<file path="src/rtl/sccpu_trace_pkg.sv">
// Shared types and record layout for the single-cycle CPU trace buffer.
// The ARMED state exists only when TRACE_TRIGGER_EN is defined.
package sccpu_trace_pkg;

  localparam int TRACE_REC_W   = 96;
  localparam int REC_PC_LSB    = 64;
  localparam int REC_INST_LSB  = 32;
  localparam int REC_ALU_LSB   = 0;
  localparam int REC_FIELD_W   = 32;

`ifdef TRACE_TRIGGER_EN
  typedef enum logic [1:0] {
    ST_IDLE    = 2'd0,
    ST_ARMED   = 2'd1,
    ST_CAPTURE = 2'd2,
    ST_DRAIN   = 2'd3
  } trace_state_e;
`else
  typedef enum logic [1:0] {
    ST_IDLE    = 2'd0,
    ST_CAPTURE = 2'd2,
    ST_DRAIN   = 2'd3
  } trace_state_e;
`endif

  function automatic logic [TRACE_REC_W-1:0] pack_record(
    input logic [REC_FIELD_W-1:0] pc,
    input logic [REC_FIELD_W-1:0] inst,
    input logic [REC_FIELD_W-1:0] alu
  );
    logic [TRACE_REC_W-1:0] rec;
    rec = '0;
    rec[REC_PC_LSB   +: REC_FIELD_W] = pc;
    rec[REC_INST_LSB +: REC_FIELD_W] = inst;
    rec[REC_ALU_LSB  +: REC_FIELD_W] = alu;
    return rec;
  endfunction

endpackage

</file>
<file path="src/rtl/sccpu_trace_buffer_if.sv">
// Core-commit, control and read-port bundle of the trace buffer.
// slave = the trace buffer, master = whatever drives the core side and consumes records.
interface sccpu_trace_buffer_if #(
  parameter int ADDR_W = 4
);
  import sccpu_trace_pkg::*;

  logic                   Clear;
  logic                   Arm;
  logic                   Stop;
  logic                   Retire;
  logic [31:0]            PC;
  logic [31:0]            Inst;
  logic [31:0]            Alu_Result;
  logic [31:0]            Trig_PC;
  logic                   Rd_Valid;
  logic                   Rd_Ready;
  logic [TRACE_REC_W-1:0] Rd_Data;
  logic [ADDR_W:0]        Count;
  logic                   Busy;
  logic                   Done;

  modport slave (
    input  Clear, Arm, Stop, Retire, PC, Inst, Alu_Result, Trig_PC, Rd_Ready,
    output Rd_Valid, Rd_Data, Count, Busy, Done
  );

  modport master (
    output Clear, Arm, Stop, Retire, PC, Inst, Alu_Result, Trig_PC, Rd_Ready,
    input  Rd_Valid, Rd_Data, Count, Busy, Done
  );

endinterface

</file>
<file path="src/rtl/sccpu_trace_ram.sv">
// Trace record storage: one synchronous write port, one asynchronous read port, no reset.
module sccpu_trace_ram
  import sccpu_trace_pkg::*;
#(
  parameter int DEPTH  = 16,
  parameter int ADDR_W = 4
) (
  input  logic                   clk,
  input  logic                   we,
  input  logic [ADDR_W-1:0]      waddr,
  input  logic [TRACE_REC_W-1:0] wdata,
  input  logic [ADDR_W-1:0]      raddr,
  output logic [TRACE_REC_W-1:0] rdata
);

  logic [TRACE_REC_W-1:0] mem_r [DEPTH];

  // Record write on capture
  always_ff @(posedge clk) begin
    if (we) begin
      mem_r[waddr] <= wdata;
    end
  end

  assign rdata = mem_r[raddr];

endmodule

</file>
<file path="src/rtl/sccpu_trace_buffer.sv">
// Trace capture of committed {PC, Inst, Alu_Result} records with valid/ready drain.
// Define TRACE_TRIGGER_EN to add the ARMED state that waits for PC == Trig_PC.
module sccpu_trace_buffer
  import sccpu_trace_pkg::*;
#(
  parameter int DEPTH  = 16,
  parameter int ADDR_W = 4
) (
  input  logic                 Clock,
  input  logic                 Reset,
  sccpu_trace_buffer_if.slave  bus
);

  localparam logic [ADDR_W:0] DEPTH_C   = DEPTH[ADDR_W:0];
  localparam logic [ADDR_W:0] LAST_C    = DEPTH_C - (ADDR_W+1)'(1);
  localparam logic [ADDR_W:0] CNT_ONE_C = (ADDR_W+1)'(1);

  trace_state_e           state_r, state_s;
  logic [ADDR_W-1:0]      wr_ptr_r, wr_ptr_s;
  logic [ADDR_W-1:0]      rd_ptr_r, rd_ptr_s;
  logic [ADDR_W:0]        count_r, count_s;
  logic                   wr_en_s;
  logic                   pop_s;
  logic                   rd_valid_s;
  logic [TRACE_REC_W-1:0] ram_rdata_s;
  logic [TRACE_REC_W-1:0] wr_rec_s;

`ifdef TRACE_TRIGGER_EN
  logic trig_hit_s;
  assign trig_hit_s = bus.Retire && (bus.PC == bus.Trig_PC);
`else
  logic unused_trig_s;
  assign unused_trig_s = ^bus.Trig_PC;
`endif

  assign wr_rec_s   = pack_record(bus.PC, bus.Inst, bus.Alu_Result);
  assign rd_valid_s = (state_r == ST_DRAIN) && (count_r != '0);

  // Next-state, pointer and occupancy logic; Clear overrides everything
  always_comb begin
    state_s  = state_r;
    wr_ptr_s = wr_ptr_r;
    rd_ptr_s = rd_ptr_r;
    count_s  = count_r;
    wr_en_s  = 1'b0;
    pop_s    = 1'b0;
    if (bus.Clear) begin
      state_s  = ST_IDLE;
      wr_ptr_s = '0;
      rd_ptr_s = '0;
      count_s  = '0;
    end else begin
      case (state_r)
        ST_IDLE: begin
          if (bus.Arm) begin
`ifdef TRACE_TRIGGER_EN
            state_s = ST_ARMED;
`else
            state_s = ST_CAPTURE;
`endif
          end else begin
            state_s = ST_IDLE;
          end
        end
`ifdef TRACE_TRIGGER_EN
        ST_ARMED: begin
          // The triggering instruction is itself the first record
          if (trig_hit_s) begin
            wr_en_s = 1'b1;
            state_s = bus.Stop ? ST_DRAIN : ST_CAPTURE;
          end else if (bus.Stop) begin
            state_s = ST_IDLE;
          end else begin
            state_s = ST_ARMED;
          end
        end
`endif
        ST_CAPTURE: begin
          wr_en_s = bus.Retire && (count_r < DEPTH_C);
          if (bus.Stop) begin
            state_s = ((count_r == '0) && !wr_en_s) ? ST_IDLE : ST_DRAIN;
          end else if (wr_en_s && (count_r == LAST_C)) begin
            state_s = ST_DRAIN;
          end else begin
            state_s = ST_CAPTURE;
          end
        end
        ST_DRAIN: begin
          pop_s = rd_valid_s && bus.Rd_Ready;
          if ((count_r == '0) || (pop_s && (count_r == CNT_ONE_C))) begin
            state_s = ST_IDLE;
          end else begin
            state_s = ST_DRAIN;
          end
        end
        default: begin
          state_s = ST_IDLE;
        end
      endcase

      if (wr_en_s) begin
        wr_ptr_s = wr_ptr_r + ADDR_W'(1);
        count_s  = count_r + CNT_ONE_C;
      end else if (pop_s) begin
        rd_ptr_s = rd_ptr_r + ADDR_W'(1);
        count_s  = count_r - CNT_ONE_C;
      end else begin
        count_s  = count_r;
      end
    end
  end

  // State, pointer and occupancy registers
  always_ff @(posedge Clock or posedge Reset) begin
    if (Reset) begin
      state_r  <= ST_IDLE;
      wr_ptr_r <= '0;
      rd_ptr_r <= '0;
      count_r  <= '0;
    end else begin
      state_r  <= state_s;
      wr_ptr_r <= wr_ptr_s;
      rd_ptr_r <= rd_ptr_s;
      count_r  <= count_s;
    end
  end

  sccpu_trace_ram #(
    .DEPTH  (DEPTH),
    .ADDR_W (ADDR_W)
  ) u_ram (
    .clk   (Clock),
    .we    (wr_en_s),
    .waddr (wr_ptr_r),
    .wdata (wr_rec_s),
    .raddr (rd_ptr_r),
    .rdata (ram_rdata_s)
  );

  assign bus.Rd_Valid = rd_valid_s;
  assign bus.Rd_Data  = rd_valid_s ? ram_rdata_s : '0;
  assign bus.Count    = count_r;
`ifdef TRACE_TRIGGER_EN
  assign bus.Busy     = (state_r == ST_ARMED) || (state_r == ST_CAPTURE);
`else
  assign bus.Busy     = (state_r == ST_CAPTURE);
`endif
  assign bus.Done     = (state_r == ST_DRAIN);

endmodule

</file>
<file path="src/flat_wrapper.sv">
// flat-port wrapper written by rule: the top's interface ports become plain ports
module sccpu_trace_buffer_flat import sccpu_trace_pkg::*;
#(
  parameter int DEPTH  = 16,
  parameter int ADDR_W = 4
)
  (Clock, Reset, bus_Clear, bus_Arm, bus_Stop, bus_Retire, bus_PC, bus_Inst, bus_Alu_Result, bus_Trig_PC, bus_Rd_Ready, bus_Rd_Valid, bus_Rd_Data, bus_Count, bus_Busy, bus_Done);
  sccpu_trace_buffer_if #(.ADDR_W(ADDR_W)) bus_i ();
  input  logic Clock;
  input  logic Reset;
  input wire logic [$bits(bus_i.Clear)-1:0] bus_Clear;
  input wire logic [$bits(bus_i.Arm)-1:0] bus_Arm;
  input wire logic [$bits(bus_i.Stop)-1:0] bus_Stop;
  input wire logic [$bits(bus_i.Retire)-1:0] bus_Retire;
  input wire logic [$bits(bus_i.PC)-1:0] bus_PC;
  input wire logic [$bits(bus_i.Inst)-1:0] bus_Inst;
  input wire logic [$bits(bus_i.Alu_Result)-1:0] bus_Alu_Result;
  input wire logic [$bits(bus_i.Trig_PC)-1:0] bus_Trig_PC;
  input wire logic [$bits(bus_i.Rd_Ready)-1:0] bus_Rd_Ready;
  output wire logic [$bits(bus_i.Rd_Valid)-1:0] bus_Rd_Valid;
  output wire logic [$bits(bus_i.Rd_Data)-1:0] bus_Rd_Data;
  output wire logic [$bits(bus_i.Count)-1:0] bus_Count;
  output wire logic [$bits(bus_i.Busy)-1:0] bus_Busy;
  output wire logic [$bits(bus_i.Done)-1:0] bus_Done;
  assign bus_i.Clear = bus_Clear;
  assign bus_i.Arm = bus_Arm;
  assign bus_i.Stop = bus_Stop;
  assign bus_i.Retire = bus_Retire;
  assign bus_i.PC = bus_PC;
  assign bus_i.Inst = bus_Inst;
  assign bus_i.Alu_Result = bus_Alu_Result;
  assign bus_i.Trig_PC = bus_Trig_PC;
  assign bus_i.Rd_Ready = bus_Rd_Ready;
  assign bus_Rd_Valid = bus_i.Rd_Valid;
  assign bus_Rd_Data = bus_i.Rd_Data;
  assign bus_Count = bus_i.Count;
  assign bus_Busy = bus_i.Busy;
  assign bus_Done = bus_i.Done;
  sccpu_trace_buffer #(.DEPTH(DEPTH), .ADDR_W(ADDR_W)) u_core (.Clock(Clock), .Reset(Reset), .bus(bus_i));
endmodule
</file>
<file path="config.mk">
export PLATFORM = sky130hd
export DESIGN_NAME = sccpu_trace_buffer_flat
export DESIGN_NICKNAME = d
export VERILOG_FILES = /design/src/rtl/sccpu_trace_pkg.sv /design/src/rtl/sccpu_trace_buffer_if.sv /design/src/rtl/sccpu_trace_ram.sv /design/src/rtl/sccpu_trace_buffer.sv /design/src/flat_wrapper.sv
export SDC_FILE = /design/constraint.sdc
export NUM_CORES = 1
export LEC_CHECK = 0
export ABC_AREA = 0
export CORE_MARGIN = 10
export CORE_UTILIZATION = 60
export DETAILED_ROUTE_END_ITERATION = 10
export PLACE_DENSITY = 0.83
export SLEW_MARGIN = 20
export SYNTH_ARGS = -nofsm -noshare
export SYNTH_HDL_FRONTEND = slang
export SYNTH_SLANG_ARGS = --single-unit
</file>
<file path="constraint.sdc">
create_clock -name Clock -period 6.95 [get_ports Clock]
set_clock_uncertainty 0.05 [all_clocks]
set_input_delay 1.0425 -clock Clock [delete_from_list [all_inputs] [get_ports Clock]]
set_output_delay 1.0425 -clock Clock [all_outputs]
set_load 0.01 [all_outputs]
</file>
# [After elaboration in Yosys (flattened, before gate mapping)]
# Memories as Yosys holds them, arrays and structs flattened.
# Cells that the tools add are included.
[word_totals] register_bits=15 ram_bits=1536 input_bits=135 output_inout_bits=104 word_cells=53 n_memories=1
[classes] n_addsub=4 magnitude_cmp=1 n_eq_ne=5 muxes=23 reduce_logical=15
[memory_table] memory="u_core.u_ram.mem_r" depth=16 width=96 rd=1 rd_ports_with_merged_regs=0 write_ports=1 line="sccpu_trace_ram.sv:16" text="logic [TRACE_REC_W-1:0] mem_r [DEPTH];"
[ops] cell="$mux W96" n=1
[ops] cell="$mux W4" n=5
[ops] cell="$mux W5" n=3
[ops] cell="$mux W2" n=5
[ops] cell="$add A4 B1 Y4 const B" n=2
[ops] cell="$mux W1" n=8
[ops] cell="$logic_and A1 B1 Y1" n=6
[ops] cell="$pmux W2 S3" n=1
[ops] cell="$add A5 B1 Y5 const B" n=1
[ops] cell="$eq A5 B1 Y1 const B" n=1
[ops] cell="$eq A5 B4 Y1 const B" n=1
[ops] cell="$logic_not A5 Y1" n=1
[ops] cell="$lt A5 B5 Y1 const B" n=1
[ops] cell="$reduce_bool A5 Y1" n=1
[ops] cell="$sub A5 B1 Y5 const B" n=1
[ops] cell="$eq A2 B2 Y1 const B" n=2
[ops] cell="$reduce_bool A2 Y1" n=2
[ops] cell="$reduce_bool A3 Y1" n=1
[ops] cell="$logic_not A2 Y1" n=1
[ops] cell="$ne A2 B2 Y1 const B" n=1
[ops] cell="$reduce_and A2 Y1" n=1
[ops] cell="$logic_not A1 Y1" n=1
[ops] cell="$logic_or A1 B1 Y1" n=1

# [Logic depth before layout (Yosys ltp)]
[depth] depth_word=8 ltp_mapped=8 depth_no_buf=6

# [Modules after synthesis]
# A second synthesis with hierarchy kept.
[unflattened] cells_unflattened=2577 hier_area_um2=59034.1
[modules_own_cells] mod="sccpu_trace_ram" n_inst=1 cells_per_inst=2364 area_per_inst_um2=57433.8 seq_area_each_um2=46124.2
[modules_own_cells] mod="sccpu_trace_buffer" n_inst=1 cells_per_inst=213 area_per_inst_um2=1600.3 seq_area_each_um2=375.4

# [Least setup slack after synthesis]
# OpenSTA, ideal clock, no wires.
[synth_path] kind="input to register" startpoint="input port bus_Retire" endpoint="memory u_core.u_ram.mem_r[3][0] (enable)" setup_ps=552 t_arrival_ps=5700 t_required_ps=6348 path_slack_ps=649 cell_stages=4 path_buffers=1 cell_sequence="nor4bb_1 clkbuf_1 nand2_1 nor2_1"
[synth_via] elab_chain_cells=6
[synth_rtl] element="start, declared" line="flat_wrapper.sv:14" text="input wire logic [$bits(bus_i.Retire)-1:0] bus_Retire;"
[synth_rtl] element="$logic_and A1 B1 Y1" line="sccpu_trace_buffer.sv:79" text="wr_en_s = bus.Retire && (count_r < DEPTH_C);"
[synth_rtl] element="$mux W1" line="sccpu_trace_buffer.sv:53" text="case (state_r)"
[synth_rtl] element="$mux W1 (2 in a row)" line="sccpu_trace_buffer.sv:47" text="if (bus.Clear) begin"
[synth_rtl] element="$mux W1" line="sccpu_trace_ram.sv:20" text="if (we) begin"
[synth_rtl] element="$mux W1 (implied by the code)" line="sccpu_trace_ram.sv:21" text="mem_r[waddr] <= wdata;"
[synth_rtl] element="end, declared" line="sccpu_trace_ram.sv:16"
# No other way between the ends. The select of a mux whose other input is x is not followed.

# [Worst setup path after layout]
[layout_path] startpoint="register u_core.rd_ptr_r[1]" endpoint="output port bus_Rd_Data[36]"
[layout_via] elab_chain_cells=2
[layout_rtl] element="start, declared" line="sccpu_trace_buffer.sv:20" text="logic [ADDR_W-1:0] rd_ptr_r, rd_ptr_s;"
[layout_rtl] element="start signal, assigned" line="sccpu_trace_buffer.sv:123" text="rd_ptr_r <= rd_ptr_s;"
[layout_rtl] element="$mem_v2 Z16 W96"
[layout_rtl] element="$mux W96" line="sccpu_trace_buffer.sv:141" text="assign bus.Rd_Data = rd_valid_s ? ram_rdata_s : '0;"
[layout_rtl] element="end, declared" line="flat_wrapper.sv:21" text="output wire logic [$bits(bus_i.Rd_Data)-1:0] bus_Rd_Data;"
# No other way between the ends.

==> impl_metrics.toml <==
[outcome]
status = "finished clean"

[timing]
worst_pin_slew_ns = 1.12
hold_slack_ns = 0.596
timing.setup.tns_ns = 0
period_needed_ns = 5.44
hold_viol_final = 0
fmax_ghz = 0.184
grt_setup_unrepaired = "no"
setup_viol = 0
fin_ws_ns = 1.51
slew_headroom = 0.253
drv_slew = 0
fin_crit_sh = 0.782

[route]
drt_first_pass_iters = 6
drcViolationCount = 0
drt_iter0_markers = 3619
vias = 29600
wl_per_cell_um = 32.3
routed_via_density = 6.82
drt-total-wl_um = 140000
ant_nets = 0

[worst_setup_path]
worstSetupPathType = "register to output port"
worstPathMaxFanout = 121
cp.arrival_ns = 4.34
end_kind = "output port"
required_ns = 5.86
path_cells = "buf_12 > mux4_1 > mux2_2 > a211o_1 > clkdlybuf4s50_1"
cpPeakStageDelay_ns = 0.94
cp-start-kind = "register"
crit_slowest_cell = "dfrtp_4"

[logic_synthesis]
synth-edff-count = 1536
yosysSeqAreaShare = 0.761
syn_inst = 2620
synth.distinct_cells = 43
ys_ff_latch = 1551
syn_area_per_cell_um2 = 23.3
synth_warnings = 0
synth_fp_nets = 2765
netlist_area_um2 = 61100
ys.flop_type = "edfxtp_1"
async_reset_ff_frac = 0.00967

[worst_hold_path]
hp-class = "register to register"

[grt]
grt.total_usage = 0.243
antenna_found_initial = 24
grt_max_degree = 195
grt_pass1_vias = 30500
grt_pass1_wl_um = 207000
grt-ovfl-total = 0

[clock_tree]
cts_tree = "done"
cts_buffers = 151
hold_buffers = 0
clk_transition_reported_paths_ns = 0.06
h-tree-depth = 4
cts_setup_buffers = 0
clockBufferDepth = 3
clock_latency_ns = 0.73
cts-root-buf = "clkbuf_16"
cts_sinks = 1551
cts_resized = 0

[pwr]
p_leak_nw = 21.7
p_per_area_nw_per_um2 = 265
ir_drop_mv = 0.230

[floorplan]
die_x_um = 339
core_um2 = 101000
initial_core_util = 0.607
rows = 116
die-area_um2 = 115000
die_y_um = 339
boundaryPins = 239

[finish]
finalInstanceArea_um2 = 69400
drive_above_1_share = 0.197
nNetsFinal = 3006
syn_to_final_growth_pct = 13.7
post-route-util = 0.690

[placement]
portBuffers = 206
place_area_um2 = 64700
place_hpwl_um = 66500
place_ws_ns = 2.28
gp_congestion = 0.756

[job]
cap_violations = 0
==> cells by family (layout without fill, tap and decap cells) <==
logic type               Yosys count  after routing  synth area share
AO/OA/AOI/OAI                    113            113            0.0154
XOR/XNOR                           7              7           0.00100
adder cells (fa/ha/maj)           10             10           0.00205
buffers and inverters            186            546            0.0162
flip-flops                      1551           1551             0.761
multiplexers                     484            484             0.170
other                              0              8                 0
AND/OR/NAND/NOR                  269            269            0.0340
==> Yosys cell counts, drive strengths merged (2+ instances only) <==
| master | instances | area [um^2] |
|---|---|---|
| mux4 | 381 | 9250 |
| edfxtp | 1536 | 46100 |
| ha | 10 | 125 |
| xor2 | 3 | 26.3 |
| and3 | 2 | 12.5 |
| nor3 | 5 | 30.0 |
| a21oi | 7 | 35.0 |
| and2 | 4 | 25.0 |
| clkbuf | 91 | 342 |
| o21ai | 3 | 15.0 |
| inv | 10 | 37.5 |
| nand3 | 8 | 40.0 |
| a211o | 95 | 832 |
| a31oi | 3 | 18.8 |
| nand2 | 16 | 60.1 |
| mux2 | 97 | 1090 |
| nor2 | 28 | 105 |
| xnor2 | 4 | 35.0 |
| nand4 | 3 | 18.8 |
| mux2i | 6 | 60.1 |
| dfrtp | 15 | 375 |
| nor2b | 3 | 18.8 |
| nor4b | 193 | 1710 |
| buf | 85 | 611 |
==> critical path, delay by kind of cell, from the launching register on <==
kind / cells / cell delay, ns
buffers and inverters: 2 / 1.21
DFF: 1 / 0.94
AOI/OAI and AO/OA: 1 / 0.39
muxes: 2 / 0.94
==> path summary, 6_finish.rpt <==
check                      slack [ns]                      startpoint                                 end  cells after the start
min reg2reg                      0.60  u_core.wr_ptr_r[3]$_DFFE_PP0P_      u_core.wr_ptr_r[3]$_DFFE_PP0P_                      2
min                              0.60  u_core.wr_ptr_r[3]$_DFFE_PP0P_      u_core.wr_ptr_r[3]$_DFFE_PP0P_                      2
max                              1.51  u_core.rd_ptr_r[1]$_DFFE_PP0P_                     bus_Rd_Data[36]                      5
max in group asynchronous        5.75                           Reset      u_core.rd_ptr_r[0]$_DFFE_PP0P_                      2
min in group asynchronous        0.63                           Reset      u_core.rd_ptr_r[3]$_DFFE_PP0P_                      2
max reg2reg                      3.38     u_core.state_r[0]$_DFF_PP0_  u_core.u_ram.mem_r[4][8]$_DFFE_PP_                      4
==> layer usage <==
layer / global-route usage / wire, um / part of all wire
met1: 0.314 / 51000 / 0.36
met2: 0.406 / 72900 / 0.52
met3: 0.0517 / 12200 / 0.087
met4: 0.0904 / 3900 / 0.028
met5: 0 / 199 / 0.0014
==> state kept, by name (all words and copies together), names as in the netlist <==
name                count
u_core.u_ram.mem_r   1536
u_core.rd_ptr_r         4
u_core.wr_ptr_r         4
u_core.bus.Count        5
u_core.state_r          2
==> area by class of cell <==
class / instances / area [um^2]
flip-flops and latches: 1551 / 46500
fillers: 5666 / 31100
multi-input cells: 883 / 13700
clock buffers: 190 / 3990
repair buffers: 264 / 2760
well taps: 1357 / 1700
clock inverters: 82 / 707
inverters: 10 / 40.0
diodes: 8 / 20.0
==> through the flow <==
stage | total power, mW | cells
floorplan | 10.6 | 2620
global route | 18.9 | 4345
CTS | 18.5 | 4334
global placement | 10.8 | 4062
detailed placement | 10.8 | 4062
finish | 18.4 | 4345
==> cell usage in the layout, fill, tap and decap left out, types with 4 or more instances in the layout <==
cell type / instances
a211o_1: 95
a21oi_1: 7
and2_4: 4
buf_12: 18
buf_4: 38
bufinv_16: 7
clkbuf_1: 36
clkbuf_16: 154
clkdlybuf4s50_1: 206
clkinv_1: 33
clkinv_2: 23
clkinv_8: 7
clkinvlp_4: 4
dfrtp_1: 12
diode_2: 8
edfxtp_1: 1536
ha_1: 10
inv_1: 9
mux2_2: 97
mux2i_1: 6
mux4_1: 177
mux4_2: 204
nand2_1: 16
nand3_1: 7
nor2_1: 16
nor2_4: 12
nor3_1: 4
nor4b_1: 192
xnor2_1: 4
==> power by group <==
part,leakage (nW),total (mW),switching [mW],internal [mW]
Clock,2.28,7.75,3.40,4.35
Combinational,5.39,0.311,0.214,0.0968
Sequential,14.0,10.3,0.00896,10.3
(Power assumes the default switching activity.)
